==> config.mk <==
export PLATFORM = sky130hd
export DESIGN_NAME = div_unit_flat
export DESIGN_NICKNAME = d
export VERILOG_FILES = /design/src/rtl/div_unit_if.sv /design/src/rtl/div_unit.sv /design/src/flat_wrapper.sv
export SDC_FILE = /design/constraint.sdc
export NUM_CORES = 1
export LEC_CHECK = 0
export BUFFER_PORTS_ARGS = -buffer_cell sky130_fd_sc_hd__buf_4
export CORE_MARGIN = 3
export CORE_UTILIZATION = 60
export CTS_BUF_LIST = sky130_fd_sc_hd__clkbuf_4 sky130_fd_sc_hd__clkbuf_8
export CTS_CLUSTER_DIAMETER = 50
export DETAILED_ROUTE_END_ITERATION = 8
export PLACE_DENSITY = 0.83
export SLEW_MARGIN = 20
export SYNTH_ARGS = -nofsm -noshare
export SYNTH_HDL_FRONTEND = slang
export SYNTH_SLANG_ARGS = --single-unit
export TNS_END_PERCENT = 20
==> constraint.sdc <==
create_clock -name clk -period 3.43 [get_ports clk]
set_input_delay 0.343 -clock clk [delete_from_list [all_inputs] [get_ports clk]]
set_output_delay 0.343 -clock clk [all_outputs]
set_load 0.05 [all_outputs]
==> src/rtl/div_unit_if.sv <==
// div_unit_if: request/response bundle between execute and the divider
interface div_unit_if #(
    parameter int DATA_WIDTH = 32
);
    logic                      flush;
    logic                      div_start;
    logic                      div_signed;
    logic [DATA_WIDTH-1:0]     div_data1;
    logic [DATA_WIDTH-1:0]     div_data2;
    logic [2*DATA_WIDTH-1:0]   div_result;
    logic                      div_done;

    modport master (
        output flush, div_start, div_signed, div_data1, div_data2,
        input  div_result, div_done
    );

    modport slave (
        input  flush, div_start, div_signed, div_data1, div_data2,
        output div_result, div_done
    );
endinterface

==> src/rtl/div_unit.sv <==
// div_unit: iterative radix-2 restoring divider returning {remainder, quotient}
// Optional feature: define DIV_EARLY_OUT_EN to finish divide-by-zero and
// |dividend| < |divisor| requests without iterating.
module div_unit #(
    parameter int DATA_WIDTH = 32
) (
    input logic        clk,
    input logic        rst_n,
    div_unit_if.slave  bus
);
    localparam int CW = $clog2(DATA_WIDTH);

    typedef enum logic [1:0] {IDLE, CALC, FIX, DONE} state_t;

    state_t                    r_state;
    logic [DATA_WIDTH-1:0]     r_rem;
    logic [DATA_WIDTH-1:0]     r_dvd;
    logic [DATA_WIDTH-1:0]     r_dvs;
    logic [CW-1:0]             r_cnt;
    logic                      r_qsign;
    logic                      r_rsign;
    logic                      r_done;
    logic [2*DATA_WIDTH-1:0]   r_result;

    logic                      w_sign1;
    logic                      w_sign2;
    logic [DATA_WIDTH-1:0]     w_abs1;
    logic [DATA_WIDTH-1:0]     w_abs2;
    logic                      w_div0;
    logic                      w_early;
    logic [DATA_WIDTH:0]       w_shift;
    logic [DATA_WIDTH:0]       w_trial;
    logic [DATA_WIDTH-1:0]     w_quo_fix;
    logic [DATA_WIDTH-1:0]     w_rem_fix;

    assign w_sign1   = bus.div_signed & bus.div_data1[DATA_WIDTH-1];
    assign w_sign2   = bus.div_signed & bus.div_data2[DATA_WIDTH-1];
    assign w_abs1    = w_sign1 ? -bus.div_data1 : bus.div_data1;
    assign w_abs2    = w_sign2 ? -bus.div_data2 : bus.div_data2;
    assign w_div0    = (bus.div_data2 == '0);
    assign w_shift   = {r_rem, r_dvd[DATA_WIDTH-1]};
    assign w_trial   = w_shift - {1'b0, r_dvs};
    assign w_quo_fix = r_qsign ? -r_dvd : r_dvd;
    assign w_rem_fix = r_rsign ? -r_rem : r_rem;

`ifdef DIV_EARLY_OUT_EN
    assign w_early = w_div0 | (w_abs1 < w_abs2);
`else
    assign w_early = 1'b0;
`endif

    assign bus.div_result = r_result;
    assign bus.div_done   = r_done;

    // Control FSM and datapath: latch magnitudes, iterate, fix signs, pulse done.
    // A zero divisor keeps the quotient unsigned so it stays all ones.
    always_ff @(posedge clk or negedge rst_n) begin
        if (!rst_n) begin
            r_state  <= IDLE;
            r_rem    <= '0;
            r_dvd    <= '0;
            r_dvs    <= '0;
            r_cnt    <= '0;
            r_qsign  <= 1'b0;
            r_rsign  <= 1'b0;
            r_done   <= 1'b0;
            r_result <= '0;
        end else if (bus.flush) begin
            r_state <= IDLE;
            r_done  <= 1'b0;
        end else begin
            case (r_state)
                IDLE: begin
                    r_done <= 1'b0;
                    if (bus.div_start) begin
                        r_cnt <= '0;
                        if (w_early) begin
                            r_rem   <= bus.div_data1;
                            r_dvd   <= {DATA_WIDTH{w_div0}};
                            r_qsign <= 1'b0;
                            r_rsign <= 1'b0;
                            r_state <= FIX;
                        end else begin
                            r_rem   <= '0;
                            r_dvd   <= w_abs1;
                            r_dvs   <= w_abs2;
                            r_qsign <= (w_sign1 ^ w_sign2) & ~w_div0;
                            r_rsign <= w_sign1;
                            r_state <= CALC;
                        end
                    end
                end
                CALC: begin
                    if (!bus.div_start) begin
                        r_state <= IDLE;
                    end else begin
                        r_rem   <= w_trial[DATA_WIDTH] ? w_shift[DATA_WIDTH-1:0] : w_trial[DATA_WIDTH-1:0];
                        r_dvd   <= {r_dvd[DATA_WIDTH-2:0], ~w_trial[DATA_WIDTH]};
                        r_cnt   <= r_cnt + 1'b1;
                        r_state <= (r_cnt == CW'(DATA_WIDTH - 1)) ? FIX : CALC;
                    end
                end
                FIX: begin
                    if (!bus.div_start) begin
                        r_state <= IDLE;
                    end else begin
                        r_result <= {w_rem_fix, w_quo_fix};
                        r_done   <= 1'b1;
                        r_state  <= DONE;
                    end
                end
                DONE: begin
                    r_done  <= 1'b0;
                    r_state <= IDLE;
                end
                default: begin
                    r_done  <= 1'b0;
                    r_state <= IDLE;
                end
            endcase
        end
    end
endmodule

==> src/flat_wrapper.sv <==
// flat-port wrapper written by rule: the top's interface ports become plain ports
module div_unit_flat 
#(
    parameter int DATA_WIDTH = 32
)
  (clk, rst_n, bus_flush, bus_div_start, bus_div_signed, bus_div_data1, bus_div_data2, bus_div_result, bus_div_done);
  div_unit_if #(.DATA_WIDTH(DATA_WIDTH)) bus_i ();
  input logic clk;
  input logic rst_n;
  input wire logic [$bits(bus_i.flush)-1:0] bus_flush;
  input wire logic [$bits(bus_i.div_start)-1:0] bus_div_start;
  input wire logic [$bits(bus_i.div_signed)-1:0] bus_div_signed;
  input wire logic [$bits(bus_i.div_data1)-1:0] bus_div_data1;
  input wire logic [$bits(bus_i.div_data2)-1:0] bus_div_data2;
  output wire logic [$bits(bus_i.div_result)-1:0] bus_div_result;
  output wire logic [$bits(bus_i.div_done)-1:0] bus_div_done;
  assign bus_i.flush = bus_flush;
  assign bus_i.div_start = bus_div_start;
  assign bus_i.div_signed = bus_div_signed;
  assign bus_i.div_data1 = bus_div_data1;
  assign bus_i.div_data2 = bus_div_data2;
  assign bus_div_result = bus_i.div_result;
  assign bus_div_done = bus_i.div_done;
  div_unit #(.DATA_WIDTH(DATA_WIDTH)) u_core (.clk(clk), .rst_n(rst_n), .bus(bus_i));
endmodule
==> reports/results.txt, run 1 <==
Layout fillers: 1,434
Dpl cells: 1,608
Die X: 142 um
Startpoint types: register
Number of remaining DRC errors: 0
Routed wire per std cell: 16.6 um
RSZ-0062 raised after global routing: no
Number of synthesized flops with an enable pin: 0
Synth top area cells: dfrtp_1 39%, o21ai_0 8.8%, nand2_1 6.5%, xor2_1 6.1%, xnor2_1 5.4%
I/O pins: 134
Crit path time final: 3.28 ns
Setup TNS: 0 ns
Die footprint: 20,000 sq um
Critical Path RT: 3.75 ns
Period utilization: 95.6%
Die H: 142 um
Switching power of the nets: 0.00174 W
Core Util, Final: 71.9%
Most common cell in the netlist: o21ai_0
CTS max path bufs: 2
Maxcap violations: 0
Initial antenna violation count: 0
Critical Path AT: 3.60 ns
Vias post-DR: 9,744
DRT iter0 DRCs: 840
Worst r2r src: u_core.r_dvd[31]$_DFFE_PN0P_
Achievable Freq: 305 MHz
Asr flop ratio synth: 100%
Fin area: 12,700 sq um
Top cell type's share of synthesized area: 38.6%
CP Class: reg -> reg
Vias in the first global route: 9,040
Mean post-synth cell area: 8.54 sq um
Non-Filler Instances: 1,641
P_leak: 5.85 nW
Gate Count Post-Synth: 1,292
XOR/XNOR Fraction of Synth Area: 11.5%
Clock transition at path regs: 0.08 ns
Fraction of synthesized area in multiplexers: 2.63%
Worst-margin pin slew: 1.05 ns
Cell Area, Synth: 11,000 sq um
Post-synthesis adder-cell area fraction: 4.83%
Compound-Gate Fraction of Synth Area: 21.8%
Seq pwr share: 47.1%
DRT Wirelength: 27.2 mm
Simple-Gate Fraction of Synth Area: 16.4%
Synth warnings: 0
Worst skew pair latency: 0.48 ns
Final Hold Fails: 0
Max-slew violations: 0
Largest net degree at the start of global routing: 129
Antenna cells: 0
Seq/Total Area, Yosys: 38.6%
Root Buffer: clkbuf_8
# rows: 48
Final clock skew: 0.0154 ns
Register Area: 4250 sq um
DP HPWL: 20.2 mm
Post-DP Area: 12,300 sq um
#FFs+latches synth: 170
Predominant post-synthesis flop cell: dfrtp_1
First-pass GRT wire length: 44.5 mm
Largest family of logic cells by synthesized area: compound AO/OA/AOI/OAI gates
Commonest cells in the netlist: 194 x o21ai_0, 192 x nand2_1, 170 x dfrtp_1
Initial Util: 62.5%
Sw Ratio: 34.2%
H-tree depth: 4
Netlist cell types: 63
Status: complete, no violations
Syn Nets: 1,403
Cell taking the most area after synthesis: dfrtp_1
Layout cells sized above 1: 14.9%
Multi-input gate area: 6350 sq um
Number of port buffers: 133
Routability congestion estimate: 0.915
GRT Util Overall: 26.9%
Pwr Density: 401 nW/um^2
Worst relative slew slack: 29.4%
Max FO, Critical Path: 27
GR Overflow Total: 0
Clock power share: 27.2%
Pre-antenna DRT Iters: 6
Core Box Area: 17,700 sq um
CTS sink count: 170
Combinational power share: 25.7%
HP Start: bus_flush
# setup viols final: 0
Area Overhead vs Synth: 15.1%
P_int: 0.00335 W
Worst setup EP type: register
Hold Path Class: in -> reg
Peak VDD IR: 0.273 mV
Final #Nets: 1,514
Worst setup startpoint: u_core.r_dvd[31]$_DFFE_PN0P_
DR vias/cell: 5.94
Inserted Clock Buffers: 17
CTS tree: built
Post-DRT Antenna Nets: 0
## per-stage QoR
stage	setup slack, ns	total power, W	hold WS [ns]
6_report	0.150	0.00509	0.0471
5_1_grt	0.00960	0.00537	0.0371
4_1_cts	0.0394	0.00508	0.0299
3_5_place_dp	0.0354	0.00371	0.385
3_3_place_gp	0.212	0.00367	0.387
2_1_floorplan	0.389	0.00329	0.0474
## sequential cells by signal, indices dropped and copies added, names as in the netlist
signal and cells:
u_core.bus.div_result 64, u_core.bus.div_done 1, u_core.r_rsign 1, u_core.r_cnt 5, u_core.r_rem 32, u_core.r_dvs 32
u_core.r_state 2, u_core.r_qsign 1, u_core.r_dvd 32
## logic make-up (layout without fill, tap and decap cells)
logic type / after synthesis / after routing
xor gates and xnor gates: 145 / 145
and+or+nand+nor: 383 / 383
adders and majority gates: 42 / 42
muxes: 29 / 29
AOI/OAI and AO/OA: 402 / 402
DFF: 170 / 170
buffers and inverters: 121 / 245
## final cells by class
class	instances	area share (%)
Multi-Input combinational cell	1001	50.1
Clock inverter	13	0.927
Tap cell	225	2.22
Clock buffer	19	2.06
Timing Repair Buffer	158	9.59
Sequential cell	170	33.5
Inverter	55	1.63
## power groups by stage
stage	Sequential, W	Clock [W]	Combinational [W]
after floorplan	0.00236	0	0.000930
after global placement	0.00241	0	0.00126
after detailed placement	0.00242	0	0.00128
after CTS	0.00239	0.00139	0.00130
after global routing	0.00242	0.00148	0.00147
final	0.00240	0.00138	0.00131
## layer usage
metal  vias to the layer above  wire [um]  GRT usage (%)
li1                       4781          -              -
met1                      4550      12700           41.3
met2                       375      12000           40.4
met3                        38       2060           3.88
met4                         0        403           6.77
met5                         -          0              0
## worst max-delay path, cell delays in order (launching register included)
cell and delay, ns:
dfrtp_1 0.33, inv_1 0.07, ha_1 0.22, fa_1 0.39, nand2b_1 0.21, a21oi_2 0.20, o21a_1 0.15, nor2_1 0.10
o311ai_4 0.36, o21a_1 0.17, o211a_2 0.30, buf_12 0.24, mux2i_1 0.26, o21ai_0 0.14
## placed cells by master, fill, tap and decap left out, types with 5 or more instances in the layout
master      count
o211ai_1        5
nor2_1         58
or2_2           5
buf_4         154
mux2i_1        29
nand3_1        14
o31ai_1        19
ha_1           41
nor4_1          8
a22oi_1        29
o21a_1          5
and2_1          7
nor3_1         20
inv_1          55
nor2b_1        10
xnor2_1        68
a21o_1         17
dfrtp_1       170
nand2_1       190
nand4_1         6
or4_1          14
clkinvlp_4      5
o21ai_0       194
clkbuf_8       19
or3_1          16
a21oi_1        71
xor2_1         77
o41ai_1        12
a31oi_1        11
nand2b_1       11
## path summary, 6_finish.rpt
check	slack, ns	depth (start not counted)	end
worst max-delay path	0.15	13	u_core.r_rem[18]$_DFFE_PN0P_
worst min-delay path	0.05	2	u_core.bus.div_done$_DFFE_PN0P_
worst max register to register	0.15	13	u_core.r_rem[18]$_DFFE_PN0P_
worst min register to register	0.48	2	u_core.bus.div_result[59]$_DFFE_PN0P_
max in group asynchronous	2.13	3	u_core.bus.div_result[10]$_DFFE_PN0P_
min in group asynchronous	0.42	2	u_core.bus.div_result[39]$_DFFE_PN0P_
## what timing repair did
action	CTS	global route
setup buffers	0	0
endpoints found under the hold margin	67	0
pin swaps	0	1
hold buffers	1	0
setup endpoints to repair	2	24
cloned	0	0
gates resized for setup	1	2
Note: power is estimated with default switching activity, not from simulation.
==> run 2, diff against run 1 <==
CORE_MARGIN = unset   (was 3)
MAX_ROUTING_LAYER = met4   (was unset)
==> run 2 against run 1 <==
  * Combinational power about the same
  * Critical path depth decreased by 1
  * First-iteration DRC count decreased by 8.1%
  * Utilization decreased by 0.90 points
  * Fmax increased by 6.0%
  * Clock skew about the same
  * Final cell count increased by 0.12%
  * Clock power increased by 17%
  * Hold slack got worse by 0.0020 ns
  * Critical path type unchanged
  * Critical endpoint is now u_core.r_rem[3]$_DFFE_PN0P_
==> reports/results.txt, run 2 (synthesized netlist as in run 1, its figures left out) <==
Register Area: 4250 sq um
Worst relative slew slack: 40.2%
Post-DRT Antenna Nets: 0
P_int: 0.00355 W
Core Util, Final: 71.0%
Worst skew pair latency: 0.47 ns
I/O pins: 134
Reg2reg end: u_core.r_rem[3]$_DFFE_PN0P_
Initial Util: 61.4%
Critical Path AT: 3.43 ns
Worst-margin pin slew: 0.895 ns
Worst setup path endpoint: u_core.r_rem[3]$_DFFE_PN0P_
WP depth: 12
Crit path time final: 3.09 ns
P_leak: 5.89 nW
Inserted Clock Buffers: 17
DRT Wirelength: 27.0 mm
DR vias/cell: 5.95
Root Buffer: clkbuf_8
DP HPWL: 19.9 mm
Worst r2r src: u_core.r_dvs[0]$_DFFE_PN0P_
CTS sink count: 170
Final clock skew: 0.0153 ns
Final Hold Fails: 0
Flop2flop setup slack: 0.34 ns
Vias in the first global route: 8,967
RSZ-0062 raised after global routing: no
Largest net degree at the start of global routing: 129
Pwr Density: 417 nW/um^2
# setup viols final: 0
Worst setup startpoint: u_core.r_dvs[0]$_DFFE_PN0P_
Max FO, Critical Path: 37
Sw Ratio: 33.2%
Crit path buf inv count: 1
Vias post-DR: 9,774
Status: complete, no violations
Final #Nets: 1,512
Layout cells sized above 1: 14.6%
Clock transition at path regs: 0.09 ns
Routed wire per std cell: 16.4 um
CTS tree: built
CP dominant cell by count: o21a_1
Area Overhead vs Synth: 15.6%
Number of port buffers: 133
Maxcap violations: 0
Commonest non-fill, non-tap cell in the layout: o21ai_0
Max-slew violations: 0
Critical Path RT: 3.76 ns
GR Overflow Total: 0
Switching power of the nets: 0.00176 W
CTS resizes: 0
Crit-path leading delay family: compound AO/OA/AOI/OAI gates
Number of remaining DRC errors: 0
Combinational power share: 24.3%
Dpl cells: 1,609
Antenna cells: 0
Startpoint types: register
Cells along the critical path: ha_1 > fa_1 > nand2b_1 > a21oi_1 > o21a_1 > nor2_1 > o311ai_2 > o21a_1 > o211a_1 > buf_12 > mux2i_1 > o21ai_0
Max incr delay on CP: 0.39 ns
DRT iter0 DRCs: 772
First-pass GRT wire length: 43.6 mm
Die H: 138 um
Cells on worst reg2reg path: 12
Die footprint: 18,900 sq um
Hold slack: 0.0451 ns
Initial antenna violation count: 0
Achievable Freq: 323 MHz
Pre-antenna DRT Iters: 7
Setup TNS: 0 ns
Seq pwr share: 45.3%
H-tree depth: 4
Layout fillers: 1,435
Die X: 138 um
Routability congestion estimate: 0.941
# rows: 49
Clock power share: 30.5%
# Post-CTS Setup Buffers: 0
Non-Filler Instances: 1,643
Core Box Area: 18,000 sq um
GRT Util Overall: 30.2%
Most frequent cells in the layout: 194 x o21ai_0, 190 x nand2_1, 170 x dfrtp_1
Peak VDD IR: 0.273 mV
Number of flip-flops in the largest register: 64
CP max stage cell: dfrtp_1
Period utilization: 90.2%
Multi-input gate area: 6330 sq um
Worst setup EP type: register
Hold Path Class: in -> reg
CP Class: reg -> reg
CTS max path bufs: 2
## run 2: changes by cell type in the layout (fill, tap and decap cells not counted), moves of 2 or more
cell,previous run,this run
clkinvlp_4,5,0
clkinv_4,2,4
inv_8,0,2
buf_4,154,151
bufinv_16,1,4
clkbuf_8,19,17
clkinv_2,3,1
## run 2: power groups by stage
| stage | clock (W) | sequential, W | combinational, W |
|---|---|---|---|
| floorplan | 0 | 0.00236 | 0.000930 |
| global placement | 0 | 0.00242 | 0.00123 |
| detailed placement | 0 | 0.00243 | 0.00126 |
| CTS | 0.00162 | 0.00240 | 0.00128 |
| global route | 0.00171 | 0.00243 | 0.00144 |
| finish | 0.00162 | 0.00241 | 0.00129 |
## run 2: routing by layer
layer	share of wire (%)	routed length (um)	vias to the layer above	global-route usage, %
met2	46	12300	349	46.1
met5	0	0	-	-
li1	-	-	4777	-
met3	6.7	1810	35	4.49
met1	46	12500	4613	42.1
met4	1.3	358	0	7.81
## run 2: what timing repair did
| action | in CTS | in global routing |
|---|---|---|
| setup endpoints to repair | 0 | 0 |
| endpoints found under the hold margin | 44 | 0 |
| hold buffers | 1 | 0 |
## run 2: how the worst min path moves through the flow
stage | startpoint | end | slack [ns] | cells after the start
2_1_floorplan | rst_n | u_core.bus.div_done$_DFFE_PN0P_ | 0.05 | 0
4_1_cts | bus_flush | u_core.bus.div_done$_DFFE_PN0P_ | 0.03 | 2
3_3_place_gp | u_core.r_dvs[16]$_DFFE_PN0P_ | u_core.r_dvs[16]$_DFFE_PN0P_ | 0.46 | 2
3_5_place_dp | u_core.r_dvs[16]$_DFFE_PN0P_ | u_core.r_dvs[16]$_DFFE_PN0P_ | 0.47 | 2
5_1_grt | bus_flush | u_core.bus.div_done$_DFFE_PN0P_ | 0.04 | 2
6_report | bus_flush | u_core.bus.div_done$_DFFE_PN0P_ | 0.05 | 2
## run 2: final cells by class
cell class | count | area share, %
repair buffers | 156 | 9.59
clock inverters | 14 | 1.64
inverters | 55 | 1.62
clock buffers | 18 | 1.89
well taps | 229 | 2.25
multi-input cells | 1001 | 49.6
flip-flops and latches | 170 | 33.4
## run 2: stage by stage
| stage | total power [W] | setup slack (ns) | area [sq um] |
|---|---|---|---|
| 3_5_place_dp | 0.00369 | 0.365 | 12300 |
| 4_1_cts | 0.00530 | 0.325 | 12700 |
| 3_3_place_gp | 0.00365 | 0.448 | 12300 |
| 2_1_floorplan | 0.00329 | 0.389 | 11000 |
| 6_report | 0.00531 | 0.336 | 12700 |
| 5_1_grt | 0.00559 | 0.0789 | 12700 |
